File: config.mk
export PLATFORM = sky130hd
export DESIGN_NAME = mmio_bridge
export DESIGN_NICKNAME = d
export VERILOG_FILES = /design/src/rtl/mmio_bridge.sv
export SDC_FILE = /design/constraint.sdc
export NUM_CORES = 1
export LEC_CHECK = 0
export ABC_AREA = 1
export CAP_MARGIN = 10
export CELL_PAD_IN_SITES_DETAIL_PLACEMENT = 1
export CELL_PAD_IN_SITES_GLOBAL_PLACEMENT = 1
export CORE_MARGIN = 4
export CORE_UTILIZATION = 44
export DETAILED_ROUTE_END_ITERATION = 16
export HOLD_SLACK_MARGIN = 0.1
export PLACE_DENSITY_LB_ADDON = 0.2
export SLEW_MARGIN = 20
export SYNTH_ARGS = -nofsm -noshare
export SYNTH_HDL_FRONTEND = slang
export SYNTH_SLANG_ARGS = --single-unit
File: constraint.sdc
create_clock -name clk_in -period 3.9 [get_ports clk_in]
set_input_delay 0.39 -clock clk_in [delete_from_list [all_inputs] [get_ports clk_in]]
set_output_delay 0.39 -clock clk_in [all_outputs]
set_load 0.05 [all_outputs]
File: src/rtl/mmio_bridge.sv
// CPU memory-bus bridge: splits byte accesses between RAM and the I/O page,
// and owns the UART TX FIFO, RX holding register, cycle counter and stop sequence.
module mmio_bridge #(
    parameter int          TX_DEPTH    = 16,
    parameter int          FULL_MARGIN = 2,
    parameter int          RAM_AW      = 17,
    parameter logic [31:0] CNT_RST     = 32'h0000_0000
) (
    input  logic              clk_in,
    input  logic              rst_in,
    input  logic              rdy_in,
    input  logic [31:0]       cpu_a,
    input  logic [7:0]        cpu_dout,
    input  logic              cpu_wr,
    output logic [7:0]        cpu_din,
    output logic              io_buffer_full,
    output logic              ram_en,
    output logic              ram_wr,
    output logic [RAM_AW-1:0] ram_a,
    output logic [7:0]        ram_wdata,
    input  logic [7:0]        ram_rdata,
    output logic              tx_valid,
    output logic [7:0]        tx_data,
    input  logic              tx_ready,
    input  logic              rx_valid,
    input  logic [7:0]        rx_data,
    output logic              prog_done
);

    localparam int             PW       = $clog2(TX_DEPTH);
    localparam logic [PW:0]    DEPTH_V  = (PW+1)'(TX_DEPTH);
    localparam logic [PW:0]    MARGIN_V = (PW+1)'(FULL_MARGIN);

    typedef enum logic [2:0] {
        SEL_ZERO, SEL_RAM, SEL_RX, SEL_CNT0, SEL_CNT1, SEL_CNT2, SEL_CNT3
    } rd_sel_t;

    typedef enum logic [1:0] {ST_RUN, ST_PUSH, ST_DRAIN, ST_DONE} state_t;

    state_t      r_state, w_state_nx;
    rd_sel_t     r_rd_sel, w_rd_sel_nx;
    logic [7:0]  r_mem [TX_DEPTH];
    logic [PW:0] r_wptr, r_rptr;
    logic        r_full;
    logic        r_tx_overflow;
    logic        r_rx_full;
    logic [7:0]  r_rx_data;
    logic [31:0] r_cyc_cnt;
    logic [31:0] r_cnt_snap;

    logic        w_io, w_a_tx, w_a_cnt, w_act, w_wr_run;
    logic        w_usr_push, w_stop_cmd, w_rx_rd, w_snap_rd;
    logic        w_fsm_push, w_force_full;
    logic        w_push_req, w_push, w_pop, w_empty, w_fifo_full;
    logic [7:0]  w_push_data;
    logic [PW:0] w_count, w_count_nx, w_free_nx;
    logic        w_unused;

    assign w_unused = ^cpu_a[31:18];

    // Address decode; every side effect is qualified by rdy_in
    assign w_io       = (cpu_a[17:16] == 2'b11);
    assign w_a_tx     = (cpu_a[17:0] == 18'h30000);
    assign w_a_cnt    = (cpu_a[17:2] == 16'hC001);
    assign w_act      = rdy_in & w_io;
    assign w_wr_run   = w_act & cpu_wr & (r_state == ST_RUN);
    assign w_usr_push = w_wr_run & w_a_tx & (cpu_dout != 8'h00);
    assign w_stop_cmd = w_wr_run & w_a_cnt & (cpu_a[1:0] == 2'b00);
    assign w_rx_rd    = w_act & !cpu_wr & w_a_tx;
    assign w_snap_rd  = w_act & !cpu_wr & w_a_cnt & (cpu_a[1:0] == 2'b00);

    assign ram_en    = !w_io & rdy_in;
    assign ram_wr    = cpu_wr & !w_io;
    assign ram_a     = cpu_a[RAM_AW-1:0];
    assign ram_wdata = cpu_dout;

    // TX FIFO; the stop marker bypasses the zero filter
    assign w_count     = r_wptr - r_rptr;
    assign w_empty     = (r_wptr == r_rptr);
    assign w_fifo_full = (w_count == DEPTH_V);
    assign w_push_req  = w_usr_push | w_fsm_push;
    assign w_push_data = w_fsm_push ? 8'h00 : cpu_dout;
    assign w_push      = w_push_req & !w_fifo_full;
    assign w_pop       = !w_empty & tx_ready;
    assign w_count_nx  = w_count + {{PW{1'b0}}, w_push} - {{PW{1'b0}}, w_pop};
    assign w_free_nx   = DEPTH_V - w_count_nx;

    assign tx_valid = !w_empty;
    assign tx_data  = r_mem[r_rptr[PW-1:0]];

    always_ff @(posedge clk_in) begin
        if (w_push) r_mem[r_wptr[PW-1:0]] <= w_push_data;
    end

    always_ff @(posedge clk_in) begin
        if (rst_in) begin
            r_wptr        <= '0;
            r_rptr        <= '0;
            r_full        <= 1'b0;
            r_tx_overflow <= 1'b0;
        end else begin
            if (w_push) r_wptr <= r_wptr + 1'b1;
            if (w_pop)  r_rptr <= r_rptr + 1'b1;
            if (w_usr_push & w_fifo_full) r_tx_overflow <= 1'b1;
            // Built from next-cycle occupancy so the flag lines up with the push
            r_full <= (w_free_nx <= MARGIN_V) | (w_state_nx != ST_RUN);
        end
    end

    // Stop sequence FSM
    always_ff @(posedge clk_in) begin
        if (rst_in) r_state <= ST_RUN;
        else        r_state <= w_state_nx;
    end

    always_comb begin
        w_state_nx = r_state;
        case (r_state)
            ST_RUN:   if (w_stop_cmd) w_state_nx = ST_PUSH;
            ST_PUSH:  if (rdy_in & !w_fifo_full) w_state_nx = ST_DRAIN;
            ST_DRAIN: if (rdy_in & w_empty) w_state_nx = ST_DONE;
            default:  w_state_nx = ST_DONE;
        endcase
    end

    always_comb begin
        w_fsm_push   = (r_state == ST_PUSH) & rdy_in;
        w_force_full = (r_state != ST_RUN);
        prog_done    = (r_state == ST_DONE);
    end

    assign io_buffer_full = r_full | w_force_full;

    // RX holding register; a fresh byte wins over a same-cycle read clear
    always_ff @(posedge clk_in) begin
        if (rst_in) begin
            r_rx_full <= 1'b0;
            r_rx_data <= 8'h00;
        end else if (rx_valid) begin
            r_rx_full <= 1'b1;
            r_rx_data <= rx_data;
        end else if (w_rx_rd) begin
            r_rx_full <= 1'b0;
        end
    end

    always_ff @(posedge clk_in) begin
        if (rst_in) begin
            r_cyc_cnt  <= CNT_RST;
            r_cnt_snap <= 32'h0;
        end else begin
            r_cyc_cnt <= r_cyc_cnt + 32'h1;
            if (w_snap_rd) r_cnt_snap <= r_cyc_cnt;
        end
    end

    // Read path: remember the source, mux it out one cycle later
    always_comb begin
        w_rd_sel_nx = SEL_ZERO;
        if (!cpu_wr) begin
            if (!w_io) begin
                w_rd_sel_nx = SEL_RAM;
            end else if (w_a_tx) begin
                w_rd_sel_nx = r_rx_full ? SEL_RX : SEL_ZERO;
            end else if (w_a_cnt) begin
                case (cpu_a[1:0])
                    2'd0:    w_rd_sel_nx = SEL_CNT0;
                    2'd1:    w_rd_sel_nx = SEL_CNT1;
                    2'd2:    w_rd_sel_nx = SEL_CNT2;
                    default: w_rd_sel_nx = SEL_CNT3;
                endcase
            end
        end
    end

    always_ff @(posedge clk_in) begin
        if (rst_in)      r_rd_sel <= SEL_ZERO;
        else if (rdy_in) r_rd_sel <= w_rd_sel_nx;
    end

    always_comb begin
        cpu_din = 8'h00;
        case (r_rd_sel)
            SEL_RAM:  cpu_din = ram_rdata;
            SEL_RX:   cpu_din = r_rx_data;
            SEL_CNT0: cpu_din = r_cnt_snap[7:0];
            SEL_CNT1: cpu_din = r_cnt_snap[15:8];
            SEL_CNT2: cpu_din = r_cnt_snap[23:16];
            SEL_CNT3: cpu_din = r_cnt_snap[31:24];
            default:  cpu_din = 8'h00;
        endcase
    end

endmodule

* Word-level counts from Yosys, hierarchy flattened
Memories as Yosys holds them, arrays and structs flattened. A register that Yosys moved wholly into a read port is not among the register bits. Cells that the tools add are included.
Storage, ports and cells: bits in writable memories 128, register bits 89, input port bits 62, word-level logic and storage cells 83, memories kept 1, output and inout bits 46
Operators by class: add/subtract/negate cells 7, equality and inequality tests 16, multiplexer cells 18, bitwise operators 21, reduce and logical (&&, ||, !) cells 10, order comparisons 1
Memory list:
- r_mem | depth 16, bits a word 8, rd ports 1, clocked after memory_dff 1, wr ports 1, RTL line 42 | logic [7:0] r_mem [TX_DEPTH];
Operator list (count):
- 8-bit case mux with 6 select lines | 1
- 32-bit by 1-bit adder with 32-bit output, second input constant | 1
- 1-bit AND | 18
- 18-bit == test, second input constant | 1
- 16-bit == test, second input constant | 1
- 3-bit two-way mux | 4
- 5-bit by 1-bit adder with 5-bit output, second input constant | 2
- 3-bit == test, second input constant | 3
- 3-bit case mux with 3 select lines | 1
- 2-bit == test, second input constant | 4
- 2-bit two-way mux | 4
- 4-bit two-way mux | 2
- 8-bit two-way mux | 1
- 8-bit nonzero test | 1
- 3-bit by 2-bit == test with 1-bit output, second input constant | 2
- 2-bit case mux with 3 select lines | 1
- 2-bit nonzero test | 3
- 5-bit by 1-bit adder with 5-bit output | 1
- 5-bit == test | 1
- 5-bit == test, second input constant | 1
- 5-bit by 2-bit less-or-equal comparator with 1-bit output, second input constant | 1
- 5-bit by 1-bit subtractor with 5-bit output | 1
- 5-bit subtractor | 1
- 5-bit subtractor, first input constant | 1
- other kinds (6) | 16

* Longest topological paths before layout
Gate-level depths: netlist of run 1.
depth in word-level cells 13, gate-level depth with buffers 23, mapped depth without buffers 23

* Worst setup path before layout of run 1
Ideal clock, no wire load.
path type register -> register, start point reg r_wptr[0], end point reg r_full, library setup time 62 ps, arrival 3282 ps, required time 3838 ps, buffers on the path 0, setup slack 556 ps, clock period less this slack 3344 ps, cell stages (with the launch flop) 22, cells stage by stage dfxtp_1 > inv_1 > ha_1 > inv_1 > fa_1 > xor2_1 > inv_1 > ha_1 > nand2_1 > nor2_1 > nand3_1 > nand2_2 > nand2_4 > fa_1 > inv_1 > ha_1 > inv_1 > ha_1 > o211ai_1 > a211oi_1 > nand3_1 > nand3_1
On the way: cells in the longest elaborated chain, start to end 9, elaborated cells on any way between the ends 18, those cells by class add/sub (4); order compare (1); eq/ne (2); mux (3); bitwise (5); reduce/logical (3)
Ends and longest elaborated chain:
- start, declared | RTL line 43 | logic [PW:0] r_wptr, r_rptr;
- start signal, assigned | RTL line 102 | if (w_push) r_wptr <= r_wptr + 1'b1;
- 5-bit subtractor | RTL line 78 | assign w_count = r_wptr - r_rptr;
- 5-bit == test | RTL line 80 | assign w_fifo_full = (w_count == DEPTH_V);
- 1-bit logical NOT | RTL line 83 | assign w_push = w_push_req & !w_fifo_full;
- 1-bit AND | RTL line 83
- net w_push | RTL line 54 | logic w_push_req, w_push, w_pop, w_empty, w_fifo_full;
- 5-bit by 1-bit adder with 5-bit output | RTL line 85 | assign w_count_nx = w_count + {{PW{1'b0}}, w_push} - {{PW{1'b0}}, w_pop};
- 5-bit by 1-bit subtractor with 5-bit output | RTL line 85
- 5-bit subtractor | RTL line 86 | assign w_free_nx = DEPTH_V - w_count_nx;
- 5-bit by 2-bit less-or-equal comparator with 1-bit output | RTL line 106 | r_full <= (w_free_nx <= MARGIN_V) | (w_state_nx != ST_RUN);
- 1-bit OR | RTL line 106
- end signal, assigned | RTL line 106
- end, declared | RTL line 44 | logic r_full;
The timed path passes the listed nets, and every way through them passes these cells. A chain may end at the register's enable or synchronous reset.

* Worst setup path after layout of run 1
Same ends and word-level chain as after synthesis.

==> results of run 1 <==
power breakdown:
group          switching, mW  leakage (nW)  internal, mW
registers             0.0382          1.90          2.48
clock network          0.945         0.409          1.48
logic                  0.450          2.10         0.259
cell usage in the layout (no fill, tap or decap), types with 4 or more instances in the layout:
master,netlist,routed
nand2_1,191,191
buf_4,28,29
edfxtp_1,128,128
inv_2,4,5
nand3_1,72,72
nor2_1,90,90
nor2_2,4,4
bufinv_16,0,4
clkinvlp_4,0,4
mux2i_1,32,32
o2111ai_1,7,7
o211ai_1,33,33
nand2_2,11,10
clkinv_2,0,5
clkdlybuf4s50_1,0,92
clkbuf_16,0,25
nand3b_1,5,5
nand4_1,19,19
nor3_1,23,23
a21oi_1,106,106
ha_1,18,18
inv_1,127,126
nor3_2,4,4
clkinv_1,2,4
dfxtp_1,93,92
xor2_1,11,11
o21ai_0,62,62
kinds of logic after synthesis:
| logic type | after synthesis |
|---|---|
| compound gates | 211 |
| xor+xnor | 12 |
| fa+ha+maj | 20 |
| buf+inv | 202 |
| flops | 221 |
| mux | 32 |
| simple gates | 433 |
how the worst max path moves through the flow:
| stage | startpoint | to | cells past startpoint |
|---|---|---|---|
| after floorplan | r_wptr[0]$_SDFFE_PP0P_ | r_full$_SDFF_PP0_ | 21 |
| after global placement | r_wptr[0]$_SDFFE_PP0P_ | r_full$_SDFF_PP0_ | 21 |
| after detailed placement | r_wptr[0]$_SDFFE_PP0P_ | r_full$_SDFF_PP0_ | 21 |
| after CTS | r_wptr[0]$_SDFFE_PP0P_ | r_full$_SDFF_PP0_ | 21 |
| after global routing | r_wptr[0]$_SDFFE_PP0P_ | r_full$_SDFF_PP0_ | 21 |
| final | r_wptr[0]$_SDFFE_PP0P_ | r_full$_SDFF_PP0_ | 21 |
layout make-up:
type | count | share of cell area (%)
timing repair buffer | 123 | 9.33
multi-input combinational | 708 | 30.9
clock buffer | 29 | 5.29
clock inverter | 17 | 1.57
tap | 319 | 3.20
sequential | 221 | 45.8
inverter | 133 | 4.00
repair_timing:
item	4_1_cts	5_1_grt
buffers inserted	0	1
endpoints found under the setup margin	0	1
hold buffers	0	0
resized for setup	0	2
per-stage QoR:
stage / std cells / utilization [%] / instance area [µm²]
5_1_grt: 1550 / 53.3 / 12500
6_report: 1550 / 53.3 / 12500
4_1_cts: 1549 / 53.3 / 12500
3_3_place_gp: 1503 / 49.6 / 11600
2_1_floorplan: 1131 / - / 10500
3_5_place_dp: 1503 / 49.6 / 11600
synth_stat cells, types with 19 or more instances:
cell type,n
nand2_1,191
edfxtp_1,128
inv_1,127
a21oi_1,106
dfxtp_1,93
nor2_1,90
nand3_1,72
o21ai_0,62
o211ai_1,33
mux2i_1,32
buf_4,28
clkbuf_1,27
nor3_1,23
nand4_1,19
metal layers:
layer  GRT usage [%]  wire length [µm]
met3            2.77              1020
met4            4.00               382
met1            26.8             12200
met2            37.1             13500
met5               0                 0
sequential cells by signal, summed over array words and instances (netlist names), named ones only:
signal	count
r_mem	128
r_cnt_snap	32
r_cyc_cnt	32
r_rx_data	8
r_rptr	5
r_wptr	5
r_rd_sel	3
r_state	2
r_full	1
r_rx_full	1
worst reg2reg max path, stage by stage (launching register included):
cell      delay (ps)
dfxtp_1          350
inv_2            110
ha_1             150
inv_1             60
fa_1             400
xor2_1           200
inv_1            120
ha_1             180
nand2_1           60
nor2_1            80
nand3_1          190
nand2_4          160
nand2_4           70
fa_1             400
inv_1             60
ha_1             150
inv_1             50
ha_1             260
o211ai_1          80
a211oi_1         220
nand3_1          120
nand3_1           80
==> flow_summary.yaml, run 1 <==
synthesis:
  yosys.area_share.xor_xnor_pct: 1.01
  async_flop_share_pct: 0
  synth.cell_area_um2: 10500
  yosys_most_used_dff: "edfxtp_1"
  syn_area_per_cell_um2: 9.24
  synth_seq_cells: 221
  synthCells: 1131
  synth_edf_count: 128
  yosysTopAreaCellShare_pct: 36.8
  synth_compound_area_share_pct: 11.2
  seq_area_frac_synth_pct: 54.6
  synthTopCellsByArea: "edfxtp_1 37%, dfxtp_1 18%, nand2_1 6.9%"
  synthAdderAreaFrac_pct: 2.54
  ys_types: 39
  synth_largest_area_cell: "edfxtp_1"
  synth-warning-count: 0
  syn_nets: 1213
  synth_top_family_by_area: "simple AND/OR/NAND/NOR gates"
  synthMuxAreaShare_pct: 3.06
  synthSimpleGateAreaFrac_pct: 18.9
power_and_ir_drop:
  powerDensity_nw_per_um2: 453
  ir_drop_mv: 0.269
  p_leak_nw: 4.41
  p_total_mw: 5.65
timing:
  clock_skew_ps: 10.7
  hold_ws_ps: 411
  fin_setup_tns_ps: 0
  setup_viol: 0
  tightest_slew_ps: 772
  min_period_ps: 3600
  fmax_mhz: 278
  rsz0062_at_grt: "false"
  maxSlewViolCount: 0
  setup_ws_ps: 299
  hold_viol_final: 0
  relSlewSlack_pct: 48.1
  finalCritPeriodShare_pct: 92.3
worst_hold_path:
  min_to: "r_cyc_cnt[4]$_SDFF_PP0_"
  min_path_cells: 5
  hold_path.class: "primary input to flip-flop"
  holdCritStartpoint: "rst_in"
placement:
  portBuffers: 93
  globalplace.congestion: 0.820
  pre_cts_slack_ps: 181
  dp_hpwl_um: 19200
cts:
  cts_tree: "done"
  ctsLongestPathBuffers: 3
  cts_root_buffer: "clkbuf_16"
  path_clk_slew_ps: 70
  cts_sinks: 221
  htree_levels: 1
  cts_buffers: 25
  worstSkewPairLatency_ps: 520
floorplan:
  die_h_um: 162
  core-area_um2: 23400
  die_w_um: 162
  initial_core_util_pct: 44.7
  boundaryPins: 108
  design.die.area_um2: 26300
  rows: 56
setup_path:
  r2r_end: "r_full$_SDFF_PP0_"
  rr_worst_depth: 21
  crit_buf_inv: 5
  start_kind: "flip-flop"
  path_cells: "inv_2 > ha_1 > inv_1 > fa_1 > xor2_1 > inv_1 > ha_1 > nand2_1 > nor2_1 > nand3_1 > nand2_4 > nand2_4 > fa_1 > inv_1 > ha_1 > inv_1 > ha_1 > o211ai_1 > a211oi_1 > nand3_1 > nand3_1"
  cp.required_ps: 4350
  reg2reg_from: "r_wptr[0]$_SDFFE_PP0P_"
  cp-end-kind: "flip-flop"
  arrival_ps: 4060
  cp_max_fo: 7
  critPathKind: "flip-flop to flip-flop"
  r2r_slack_ps: 300
  crit_path_max_incr_delay_ps: 400
  slowest_stage: "fa_1"
  cpLargestDelayFamily: "adder cells"
final_layout:
  diodes: 0
  drive_gt1_share_pct: 9.02
  multi_input_area_um2: 3850
  fin_nets: 1294
  regArea_um2: 5710
  n_fill_cell: 2713
  area_growth_pct: 19.4
route:
  drtAntennaViolNets: 0
  drtPass1Iterations: 4
  drt_drc_violations_left: 0
  drt_iter0_drc: 466
  vias_per_cell: 5.24
  avgRoutedWirePerCell_um: 17.5
  vias: 8126
  drt_wl_total_um: 27200
job:
  drv_cap: 0
global_routing:
  antenna_found_initial: 0
  grt_max_degree: 64
  grt_pass1_vias: 8479
  grtUsageTotal_pct: 20.6
  overflow: 0
  grt_pass1_wl_um: 44100
status:
  status: "finished clean"
Power figures use the tool's default switching activity.
==> run 2: changes to the inputs <==
SKIP_CTS_REPAIR_TIMING = 1   (was unset)
==> results of run 2 <==
Final layout, timing and power as in run 1 (identical DEF).
==> run 3: changes to the inputs <==
CELL_PAD_IN_SITES_DETAIL_PLACEMENT = unset   (was 1)
CELL_PAD_IN_SITES_GLOBAL_PLACEMENT = unset   (was 1)
CORE_ASPECT_RATIO = 1.5   (was unset)
CORE_UTILIZATION = 57   (was 44)
==> flow_summary.yaml, run 3 (synthesis gave the netlist of run 1 again) <==
floorplan:
  initial_core_util_pct: 58.0
  die_h_um: 174
  core-area_um2: 18000
  rows: 60
  boundaryPins: 108
  die_w_um: 119
  design.die.area_um2: 20600
route:
  vias: 7898
  drt_drc_violations_left: 0
  vias_per_cell: 5.51
  drtAntennaViolNets: 0
  drt_iter0_drc: 406
  drt_wl_total_um: 24200
  drtPass1Iterations: 5
  avgRoutedWirePerCell_um: 16.9
timing:
  setup_viol: 0
  clock_skew_ps: 8.77
  finalCritPeriodShare_pct: 92.7
  maxSlewViolCount: 0
  hold_viol_final: 0
  min_period_ps: 3620
  tightest_slew_ps: 1060
  setup_ws_ps: 284
  relSlewSlack_pct: 28.9
  fmax_mhz: 277
  hold_ws_ps: 461
setup_path:
  cp-end-kind: "flip-flop"
  start_kind: "flip-flop"
  critPathKind: "flip-flop to flip-flop"
  slowest_stage: "fa_1"
  cp_common_cell: "inv_1"
  crit_buf_inv: 5
  cpLargestDelayFamily: "adder cells"
  path_cells: "inv_2 > ha_1 > inv_1 > fa_2 > xor2_1 > inv_1 > ha_2 > nand2_1 > nor2_1 > nand3_2 > nand2_4 > nand2_4 > fa_1 > inv_1 > ha_1 > inv_1 > ha_1 > o211ai_1 > a211oi_1 > nand3_1 > nand3_1"
  arrival_ps: 4040
  cp.required_ps: 4330
  crit_path_max_incr_delay_ps: 420
  cp_max_fo: 10
cts:
  cts_tree: "done"
  worstSkewPairLatency_ps: 490
  htree_levels: 1
  cts_root_buffer: "clkbuf_16"
  cts_sinks: 221
  ctsLongestPathBuffers: 3
  cts_buffers: 21
  path_clk_slew_ps: 60
final_layout:
  area_growth_pct: 16.3
  final_common_cell: "nand2_1"
  fin_nets: 1285
  mostFrequentLayoutCells: "191 x nand2_1, 128 x edfxtp_1, 126 x inv_1"
  drive_gt1_share_pct: 7.97
  diodes: 0
  largest_reg_flops: 128
  final_util_pct: 67.5
job:
  drv_cap: 0
global_routing:
  grt_pass1_wl_um: 38900
  grt_max_degree: 64
  grtUsageTotal_pct: 23.2
  antenna_found_initial: 0
  grt_pass1_vias: 7911
  overflow: 0
placement:
  pre_cts_slack_ps: 118
  globalplace.congestion: 0.876
  dp_hpwl_um: 17200
  portBuffers: 93
power_and_ir_drop:
  ir_drop_mv: 0.363
  powerDensity_nw_per_um2: 434
  p_total_mw: 5.28
  p_leak_nw: 4.31
status:
  status: "finished clean"
worst_hold_path:
  hold_path.class: "flip-flop to flip-flop"
==> run 3: changes by cell type in the layout (fill, tap and decap cells not counted), moves of 2 or more <==
cell | before | now
buf_4 | 29 | 24
clkbuf_1 | 2 | 6
clkinvlp_4 | 4 | 0
clkinv_4 | 0 | 2
clkbuf_16 | 25 | 21
clkinv_2 | 5 | 3
==> run 3: final timing paths <==
path	from	cells after the start	to	slack [ps]
max	r_wptr[0]$_SDFFE_PP0P_	21	r_full$_SDFF_PP0_	280
min	r_cnt_snap[23]$_SDFFE_PP0P_	2	r_cnt_snap[23]$_SDFFE_PP0P_	460
max reg2reg	r_wptr[0]$_SDFFE_PP0P_	21	r_full$_SDFF_PP0_	280
min reg2reg	r_cnt_snap[23]$_SDFFE_PP0P_	2	r_cnt_snap[23]$_SDFFE_PP0P_	460
==> run 3: worst min-delay path, cell delays in order (launching register included) <==
cell,delay [ps]
dfxtp_1,310
nand2_1,60
a21oi_1,50
==> run 3: area by class of cell <==
class / instances / area, µm²
well taps: 217 / 272
repair buffers: 118 / 1130
clock inverters: 9 / 126
fillers: 1430 / 5860
clock buffers: 28 / 562
flip-flops and latches: 221 / 5710
inverters: 133 / 499
multi-input cells: 708 / 3860
==> run 3: stage by stage <==
stage | setup TNS, ps | instance area [µm²] | instances
after global routing | -18.6 | 12200 | 1434
after detailed placement | 0 | 11400 | 1395
final | 0 | 12200 | 1434
after CTS | 0 | 12100 | 1432
after global placement | 0 | 11400 | 1395
after floorplan | 0 | 10500 | 1131
==> run 3: power breakdown <==
| part | internal (mW) | leakage, nW | switching [mW] | total [mW] |
|---|---|---|---|---|
| clock network | 1.21 | 0.337 | 0.831 | 2.05 |
| logic | 0.260 | 2.07 | 0.453 | 0.713 |
| registers | 2.48 | 1.90 | 0.0380 | 2.52 |
==> run 3: routing by layer <==
layer  global-route usage, %  up-vias  part of all wire (%)
met1                    25.3     3652                    38
met4                    11.6        0                   5.0
met2                    43.8      211                    54
li1                        -     3966                     -
met3                    2.61       69                   3.9
met5                       0        -                     0
